--- config.mk ---
export PLATFORM = sky130hd
export DESIGN_NAME = lvds_tx_framer_flat
export DESIGN_NICKNAME = d
export VERILOG_FILES = /design/src/rtl/lvds_tx_framer_if.sv /design/src/rtl/lvds_tx_framer.sv /design/src/flat_wrapper.sv
export SDC_FILE = /design/constraint.sdc
export NUM_CORES = 1
export LEC_CHECK = 0
export ABC_AREA = 1
export ABC_CLOCK_PERIOD_IN_PS = 3500
export CORE_MARGIN = 3
export CORE_UTILIZATION = 47
export DETAILED_ROUTE_END_ITERATION = 8
export MAX_ROUTING_LAYER = met4
export PLACE_DENSITY = 0.69
export SYNTH_ARGS = -nofsm -noshare
export SYNTH_HDL_FRONTEND = slang
export SYNTH_SLANG_ARGS = --single-unit
--- constraint.sdc ---
create_clock -name clk -period 3.5 [get_ports clk]
set_input_delay 0.7 -clock clk [delete_from_list [all_inputs] [get_ports clk]]
set_output_delay 0.7 -clock clk [all_outputs]
set_load 0.005 [all_outputs]
--- src/rtl/lvds_tx_framer_if.sv ---
// lvds_tx_framer_if
//   Bundles the word handshake and the serializer-facing outputs of
//   lvds_tx_framer. The master side (data source / bench) drives s_data,
//   s_valid and train_req. The slave side (the framer) drives everything else.
//
//   s_data        28  word to send, lane i owns bits [i*7+6 : i*7]
//   s_valid        1  s_data valid
//   s_ready        1  FIFO can accept
//   train_req      1  single-cycle request to (re)start a training burst
//   dat_out       28  registered parallel word to the serializers
//   clk_out        7  registered forwarded-clock lane word
//   training       1  high while training words are on dat_out
//   underflow_cnt 16  saturating count of idle words inserted in RUN
interface lvds_tx_framer_if;
  logic [27:0] s_data;
  logic        s_valid;
  logic        s_ready;
  logic        train_req;
  logic [27:0] dat_out;
  logic [6:0]  clk_out;
  logic        training;
  logic [15:0] underflow_cnt;

  modport master (
    output s_data, s_valid, train_req,
    input  s_ready, dat_out, clk_out, training, underflow_cnt
  );

  modport slave (
    input  s_data, s_valid, train_req,
    output s_ready, dat_out, clk_out, training, underflow_cnt
  );
endinterface

--- src/rtl/lvds_tx_framer.sv ---
// lvds_tx_framer
//   Transmit framer for the 4-lane 7:1 DDR LVDS link, running in the
//   parallel (CLKDIV) domain. Words enter a small FIFO over valid/ready and
//   are popped one per cycle onto dat_out while in RUN. After reset, and
//   whenever train_req is seen, a burst of TRAIN_WORDS training words is
//   sent so the far end can bitslip-align. An empty FIFO in RUN inserts an
//   all-zero idle word and bumps a saturating underflow counter.
//
//   Optional build macro: LVDS_TX_PRBS_EN
//     defined   - training words come from a PRBS7 (x^7+x^6+1) generator,
//                 seed 7'h7F, reseeded on reset and at every burst start.
//     undefined - training word is the fixed 7'b1100011 on every lane.
//
//   Ports
//     clk  parallel-domain clock
//     rst  asynchronous active-high reset
//     bus  lvds_tx_framer_if.slave (handshake and serializer outputs)
//
//   state    | meaning
//   ---------+-------------------------------------------------------
//   ST_TRAIN | emitting training words, FIFO held (writes still taken)
//   ST_RUN   | popping FIFO words, idle word on underflow
module lvds_tx_framer #(
  parameter int FIFO_DEPTH  = 4,
  parameter int TRAIN_WORDS = 64
) (
  input logic             clk,
  input logic             rst,
  lvds_tx_framer_if.slave bus
);

  localparam int              PTR_W      = (FIFO_DEPTH > 1) ? $clog2(FIFO_DEPTH) : 1;
  localparam logic [6:0]      CLK_PAT    = 7'b1100011;
  localparam logic [15:0]     TRAIN_LOAD = 16'(TRAIN_WORDS);
  localparam logic [PTR_W:0]  DEPTH_C    = (PTR_W + 1)'(FIFO_DEPTH);

  localparam logic [0:0] ST_TRAIN = 1'b0;
  localparam logic [0:0] ST_RUN   = 1'b1;

  logic [0:0]       r_state;
  logic [15:0]      r_train_left;
  logic [27:0]      r_mem [FIFO_DEPTH];
  logic [PTR_W-1:0] r_wr_ptr;
  logic [PTR_W-1:0] r_rd_ptr;
  logic [PTR_W:0]   r_count;
  logic             r_s_ready;
  logic [27:0]      r_dat_out;
  logic [6:0]       r_clk_out;
  logic             r_training;
  logic [15:0]      r_underflow;

  logic             w_push;
  logic             w_pop;
  logic [PTR_W:0]   w_count_next;
  logic [6:0]       w_train_word;

  // s_ready is registered, so a pop in the current cycle cannot make room
  // for a push in the same cycle; the FIFO therefore never overflows.
  assign w_push = bus.s_valid && r_s_ready;
  assign w_pop  = (r_state == ST_RUN) && (r_count != '0);

  always_comb begin
    w_count_next = r_count;
    case ({w_push, w_pop})
      2'b10:   w_count_next = r_count + 1'b1;
      2'b01:   w_count_next = r_count - 1'b1;
      default: w_count_next = r_count;
    endcase
  end

`ifdef LVDS_TX_PRBS_EN
  localparam logic [6:0] PRBS_SEED = 7'h7F;

  logic [6:0] r_prbs;
  logic [6:0] w_prbs_next;

  // Advance the LFSR seven times; each new bit is also an output bit, the
  // first one landing in bit 0 so it is serialized first.
  always_comb begin
    w_prbs_next  = r_prbs;
    w_train_word = '0;
    for (int i = 0; i < 7; i++) begin
      w_train_word[i] = w_prbs_next[6] ^ w_prbs_next[5];
      w_prbs_next     = {w_prbs_next[5:0], w_prbs_next[6] ^ w_prbs_next[5]};
    end
  end

  // A train_req restarts the burst on the next edge, so the generator is
  // reseeded there regardless of the current state.
  always_ff @(posedge clk or posedge rst) begin
    if (rst) begin
      r_prbs <= PRBS_SEED;
    end else if (bus.train_req) begin
      r_prbs <= PRBS_SEED;
    end else if (r_state == ST_TRAIN) begin
      r_prbs <= w_prbs_next;
    end
  end
`else
  assign w_train_word = CLK_PAT;
`endif

  // Storage is not reset: pointers and count define what is valid.
  always_ff @(posedge clk) begin
    if (w_push) begin
      r_mem[r_wr_ptr] <= bus.s_data;
    end
  end

  always_ff @(posedge clk or posedge rst) begin
    if (rst) begin
      r_state      <= ST_TRAIN;
      r_train_left <= TRAIN_LOAD;
      r_wr_ptr     <= '0;
      r_rd_ptr     <= '0;
      r_count      <= '0;
      r_s_ready    <= 1'b0;
      r_dat_out    <= '0;
      r_clk_out    <= '0;
      r_training   <= 1'b0;
      r_underflow  <= '0;
    end else begin
      r_clk_out <= CLK_PAT;
      r_count   <= w_count_next;
      r_s_ready <= (w_count_next != DEPTH_C);
      // Depth is a power of two, so the pointers wrap on natural overflow.
      if (w_push) r_wr_ptr <= r_wr_ptr + 1'b1;
      if (w_pop)  r_rd_ptr <= r_rd_ptr + 1'b1;

      case (r_state)
        ST_TRAIN: begin
          r_dat_out  <= {4{w_train_word}};
          r_training <= 1'b1;
          if (bus.train_req) begin
            r_train_left <= TRAIN_LOAD;
          end else if (r_train_left == 16'd1) begin
            r_state <= ST_RUN;
          end else begin
            r_train_left <= r_train_left - 1'b1;
          end
        end
        default: begin
          r_training <= 1'b0;
          if (w_pop) begin
            r_dat_out <= r_mem[r_rd_ptr];
          end else begin
            r_dat_out <= '0;
            if (r_underflow != 16'hFFFF) r_underflow <= r_underflow + 1'b1;
          end
          // The word handled at this edge completes; training starts next.
          if (bus.train_req) begin
            r_state      <= ST_TRAIN;
            r_train_left <= TRAIN_LOAD;
          end
        end
      endcase
    end
  end

  assign bus.s_ready       = r_s_ready;
  assign bus.dat_out       = r_dat_out;
  assign bus.clk_out       = r_clk_out;
  assign bus.training      = r_training;
  assign bus.underflow_cnt = r_underflow;

endmodule

--- src/flat_wrapper.sv ---
// flat-port wrapper written by rule: the top's interface ports become plain ports
module lvds_tx_framer_flat 
#(
  parameter int FIFO_DEPTH  = 4,
  parameter int TRAIN_WORDS = 64
)
  (clk, rst, bus_s_data, bus_s_valid, bus_train_req, bus_s_ready, bus_dat_out, bus_clk_out, bus_training, bus_underflow_cnt);
  lvds_tx_framer_if bus_i ();
  input logic clk;
  input logic rst;
  input wire logic [$bits(bus_i.s_data)-1:0] bus_s_data;
  input wire logic [$bits(bus_i.s_valid)-1:0] bus_s_valid;
  input wire logic [$bits(bus_i.train_req)-1:0] bus_train_req;
  output wire logic [$bits(bus_i.s_ready)-1:0] bus_s_ready;
  output wire logic [$bits(bus_i.dat_out)-1:0] bus_dat_out;
  output wire logic [$bits(bus_i.clk_out)-1:0] bus_clk_out;
  output wire logic [$bits(bus_i.training)-1:0] bus_training;
  output wire logic [$bits(bus_i.underflow_cnt)-1:0] bus_underflow_cnt;
  assign bus_i.s_data = bus_s_data;
  assign bus_i.s_valid = bus_s_valid;
  assign bus_i.train_req = bus_train_req;
  assign bus_s_ready = bus_i.s_ready;
  assign bus_dat_out = bus_i.dat_out;
  assign bus_clk_out = bus_i.clk_out;
  assign bus_training = bus_i.training;
  assign bus_underflow_cnt = bus_i.underflow_cnt;
  lvds_tx_framer #(.FIFO_DEPTH(FIFO_DEPTH), .TRAIN_WORDS(TRAIN_WORDS)) u_core (.clk(clk), .rst(rst), .bus(bus_i));
endmodule
==> After elaboration in Yosys (flattened, before gate mapping) <==
Memories as Yosys holds them, arrays and structs flattened.
Cells that the tools add are included.
{ "word_totals": {"register_bits": 71, "mem_bits_rw": 112, "in_bits": 32, "out_inout_bits": 53, "n_memories": 1} }
{ "memory_table": {"columns": ["name", "words", "width", "read_ports", "rd_ports_with_merged_regs", "write_ports", "line", "source"], "rows": [
  ["u_core.r_mem", 4, 28, 1, 0, 1, "lvds_tx_framer.sv:42", "logic [27:0] r_mem [FIFO_DEPTH];"]
]} }
{ "op_classes": {"addsub": 6, "eq_ne": 7, "n_mux": 14, "bitwise": 1, "reduce_logical": 5} }
{ "ops": {"columns": ["cell", "count"], "rows": [
  ["two-way mux 16 bit", 4],
  ["two-way mux 28 bit", 2],
  ["adder 16 x 1 -> 16 bit, second input constant", 1],
  ["equality test 16 x 1 -> 1 bit, second input constant", 1],
  ["!= test 16 bit, second input constant", 1],
  ["subtractor 16 x 1 -> 16 bit, second input constant", 1],
  ["two-way mux 1 bit", 7],
  ["one-hot mux 3 bit (2 select lines)", 1],
  ["adder 2 x 1 -> 2 bit, second input constant", 2],
  ["!= test 2 bit, second input constant", 2],
  ["adder 3 x 1 -> 3 bit, second input constant", 1],
  ["!= test 3 bit, second input constant", 1],
  ["AND reduction 3 bit", 1],
  ["nonzero test 3 bit", 1],
  ["subtractor 3 x 1 -> 3 bit, second input constant", 1],
  ["equality test 2 x 1 -> 1 bit, second input constant", 1],
  ["equality test 2 bit, second input constant", 1],
  ["logical AND 1 bit", 2],
  ["AND reduction 2 bit", 1],
  ["NOT 1 bit", 1]
]} }

==> Logic depth before layout (Yosys ltp) <==
{ "logic_depth": {"ltp_word": 5, "mapped_depth": 11} }

==> Worst setup path before layout <==
OpenSTA, ideal clock, no wires.
{ "synth_timing": {"path_kind": "input -> register", "from": "input bus_s_valid", "to": "memory u_core.r_mem[0][0], enable pin", "setup_ns": 0.413, "arrival_ns": 2.070, "t_required_ns": 3.087, "path_slack_ns": 1.017, "path_stages": 2, "cell_sequence": "nand2_1 nor2_1"} }
{ "synth_between": {"elab_chain_cells": 3} }
{ "synth_lines": {"columns": ["element", "line", "source"], "rows": [
  ["start, declared", "flat_wrapper.sv:12", "input wire logic [$bits(bus_i.s_valid)-1:0] bus_s_valid;"],
  ["logical AND 1 bit", "lvds_tx_framer.sv:59", "assign w_push = bus.s_valid && r_s_ready;"],
  ["two-way mux 1 bit", "lvds_tx_framer.sv:105", "if (w_push) begin"],
  ["two-way mux 1 bit (implied by the code)", "lvds_tx_framer.sv:106", "r_mem[r_wr_ptr] <= bus.s_data;"],
  ["end, declared", "lvds_tx_framer.sv:42", null]
]} }
No other way between the ends.

==> Final worst setup path <==
{ "layout_timing": {"from": "register u_core.r_count[0]", "to": "register u_core.r_s_ready, in the netlist u_core.bus.s_ready"} }
{ "layout_between": {"elab_chain_cells": 5} }
{ "layout_lines": {"columns": ["element", "line", "source"], "rows": [
  ["start, declared", "lvds_tx_framer.sv:45", "logic [PTR_W:0] r_count;"],
  ["start signal, assigned", "lvds_tx_framer.sv:124", "r_count <= w_count_next;"],
  ["nonzero test 3 bit (*)", "lvds_tx_framer.sv:60", "assign w_pop = (r_state == ST_RUN) && (r_count != '0);"],
  ["logical AND 1 bit (*)", "lvds_tx_framer.sv:60", null],
  ["named net u_core.w_pop", "lvds_tx_framer.sv:53", "logic w_pop;"],
  ["equality test 2 x 1 -> 1 bit / equality test 2 bit (equally long branches)", "lvds_tx_framer.sv:64", "case ({w_push, w_pop})"],
  ["one-hot mux 3 bit (2 select lines) (*)", "lvds_tx_framer.sv:64", null],
  ["named net u_core.w_count_next[1]", "lvds_tx_framer.sv:54", "logic [PTR_W:0] w_count_next;"],
  ["!= test 3 bit (*)", "lvds_tx_framer.sv:125", "r_s_ready <= (w_count_next != DEPTH_C);"],
  ["end signal, assigned", "lvds_tx_framer.sv:125", null],
  ["end, declared", "lvds_tx_framer.sv:46", "logic r_s_ready;"]
]} }
Mark *: on every way through the listed nets, which the timed path passes. The rest lies on a longest branch.
A chain may end at the register's enable or synchronous reset.

==> results.txt <==
root buffer cell = clkbuf_16
main combinational cell family by area after synthesis = simple AND/OR/NAND/NOR gates
full die area = 0.01782 mm²
CTS max path bufs = 2
core area = 0.01554 mm²
Final ANT Viol Nets = 0
DRC Markers = 0
crit path DAT = 2.83 ns
Initial Util = 0.4916
multiplexer share of the synthesized area = 0
CP Launch Type = register
most frequent cells in the layout = nor2_1 (153), edfxtp_1 (112), nand2_1 (108)
Area growth syn-to-layout = 20.59%
clk_skew = 0.01104 ns
CP endpoint kind = register
Least-Margin Pin Slew = 0.9236 ns
first-pass GRT wire length = 26320 µm
Synth Warn # = 0
critical setup path kind = register to register
most common cell after layout, fill and taps aside = nor2_1
Die W = 133.5 µm
Worst-path clk slew = 0.07 ns
Adder-Cell Fraction of Synth Area = 0.01572
Syn Std Cell Area = 0.007640 mm²
vias in the first global route = 5187
top-area cell type share of the netlist area = 0.4402
Final #Nets = 839
initial drt markers = 409
WHS Endpoint = u_core.r_train_left[6]
RSZ-0062 raised after global routing = false
hold crit path type = register to register
gr ovfl total = 0
H-Tree Depth = 4
max cap viols = 0
Crit Reg-Reg Endpoint = u_core.bus.s_ready
Compound-Gate Fraction of Synth Area = 0.07157
pwr/cell area = 673.2 mW/mm²
GPL Wtd Cong = 0.8544
hold buffer count at CTS = 0
Clock Latency Late Sink = 0.43 ns
Async SR Flop Fraction = 0.3880
Vias/cell = 5.190
clock sinks = 183
post-cts resize count = 0
Synth area leader = edfxtp_1
syn avg cell area = 10.66 µm²
I/O Buffers = 81
layout cells sized above 1 = 0.07891
Max Clock Freq = 0.4057 GHz
CTS tree = built
Slew Limit Fails = 0
Setup TNS = 0 ns
initial antenna violation count = 1
P_leak = 3.637 nW
R2R depth = 10
Ports = 85
total number of vias = 5309
DRT Pass-1 Iters = 5
number of flops mapped to enable cells by yosys = 112
Final setup viols = 0
Die Span Y = 133.5 µm
Avg WL per Cell = 15.91 µm
Seq/Total Area, Yosys = 0.6729
WL final = 16270 µm
Synth Flop Type = edfxtp_1
Post-Synth Simple-Gate Area = 0.1682
hold path startpoint = u_core.r_train_left[6]
Final min period = 2.465 ns
Post-Syn Instances = 717
Critical Path Fanout Max = 14
worst relative slew slack = 0.3835
CP required = 3.87 ns
reg-to-reg critical path startpoint = u_core.r_count[0]
fin crit share = 0.7042
largest net degree at the start of global routing = 58
Synth area leaders = edfxtp_1 (44%), dfrtp_1 (23%), nor2_1 (7.7%), nand2_1 (5.3%), o21ai_0 (4.7%)
flop-to-flop setup slack = 1.04 ns
number of synthesized register bits = 183
Final HPWL DP = 9969 µm
outcome = completed
slack of the critical path = 1.035 ns
# rows = 45
post-synthesis xor/xnor area fraction = 0.02178
peak supply drop = 0.4762 mV
Setup WS pre-CTS = 0.8446 ns
CTS buffer count = 17
worst hold stages = 2
Total GRT Usage = 0.1927
library cells used by synthesis = 31
final hold vios = 0
post-CTS setup buffer count = 0
-- area by class of cell --
| type | count | area (µm²) |
|---|---|---|
| diodes | 1 | 2.502 |
| clock buffers | 20 | 446.7 |
| repair buffers | 92 | 893.4 |
| flip-flops and latches | 183 | 5142 |
| inverters | 53 | 202.7 |
| well taps | 211 | 264.0 |
| clock inverters | 12 | 97.59 |
| multi-input cells | 451 | 2163 |
| fillers | 1284 | 6327 |
-- metal layers --
| layer | track usage | vias up | part of all wire |
|---|---|---|---|
| met4 | 0.05886 | 0 | 0.014 |
| met1 | 0.2487 | 2566 | 0.43 |
| met3 | 0.04230 | 21 | 0.061 |
| met2 | 0.3087 | 177 | 0.49 |
| met5 | - | - | 0 |
| li1 | - | 2545 | - |
-- how the worst max path moves through the flow --
stage                       from                       to  slack [ns]
3_3_place_gp       bus_train_req  u_core.r_train_left[12]        1.01
3_5_place_dp       bus_train_req  u_core.r_train_left[12]        0.84
6_report       u_core.r_count[0]       u_core.bus.s_ready        1.04
5_1_grt        u_core.r_count[0]       u_core.bus.s_ready        0.83
2_1_floorplan                rst    u_core.bus.clk_out[0]        1.01
4_1_cts        u_core.r_count[0]       u_core.bus.s_ready        1.04
-- sequential cells by signal (all words and copies together) (netlist names) --
| register | count |
|---|---|
| u_core.bus.dat_out | 28 |
| u_core.bus.clk_out | 1 |
| u_core.r_count | 3 |
| u_core.r_state | 1 |
| u_core.bus.training | 1 |
| u_core.r_wr_ptr | 2 |
| u_core.bus.s_ready | 1 |
| u_core.r_rd_ptr | 2 |
| u_core.bus.underflow_cnt | 16 |
| u_core.r_train_left | 16 |
| u_core.r_mem | 112 |
-- kinds of logic after synthesis --
| logic type | Yosys count |
|---|---|
| buf+inv | 85 |
| other cells | 2 |
| flops | 183 |
| xor+xnor | 19 |
| simple gates | 314 |
| compound gates | 105 |
| fa+ha+maj | 9 |
-- stage by stage --
| stage | power, mW | utilization | area [µm²] | instances | hold slack (ns) |
|---|---|---|---|---|---|
| after floorplan | 3.949 | - | 7647 | 719 | 0.4659 |
| after global placement | 4.374 | 0.5576 | 8666 | 990 | 0.4810 |
| after detailed placement | 4.464 | 0.5576 | 8666 | 990 | 0.5158 |
| after CTS | 6.244 | 0.5927 | 9210 | 1022 | 0.5261 |
| after global routing | 6.583 | 0.5928 | 9213 | 1023 | 0.5546 |
| final | 6.202 | 0.5928 | 9213 | 1023 | 0.5226 |
-- worst max-delay path: stages, from the launching register on --
cell	delay (ns)
dfrtp_1	0.40
inv_1	0.10
nand3_1	0.13
nand2_1	0.49
inv_1	0.15
ha_1	0.23
inv_1	0.10
fa_1	0.41
o21ai_0	0.24
nor2_1	0.08
nand2_1	0.07
-- cell usage after synthesis, drive strengths merged (11+ instances only) --
cell type and n:
a21oi 16, buf 20, nand2 114, clkbuf 12, dfrtp 70, a31oi 16, edfxtp 112, nor2 162
nand3 22, o21ai 72, inv 53, xor2 11, nand4 13
-- where the power goes --
group	internal, mW	switching [mW]	total (mW)
Combinational	0.507	1.09	1.60
Clock	0.942	0.843	1.79
Sequential	2.68	0.139	2.82
Total	4.13	2.07	6.20
(Power assumes the default switching activity.)
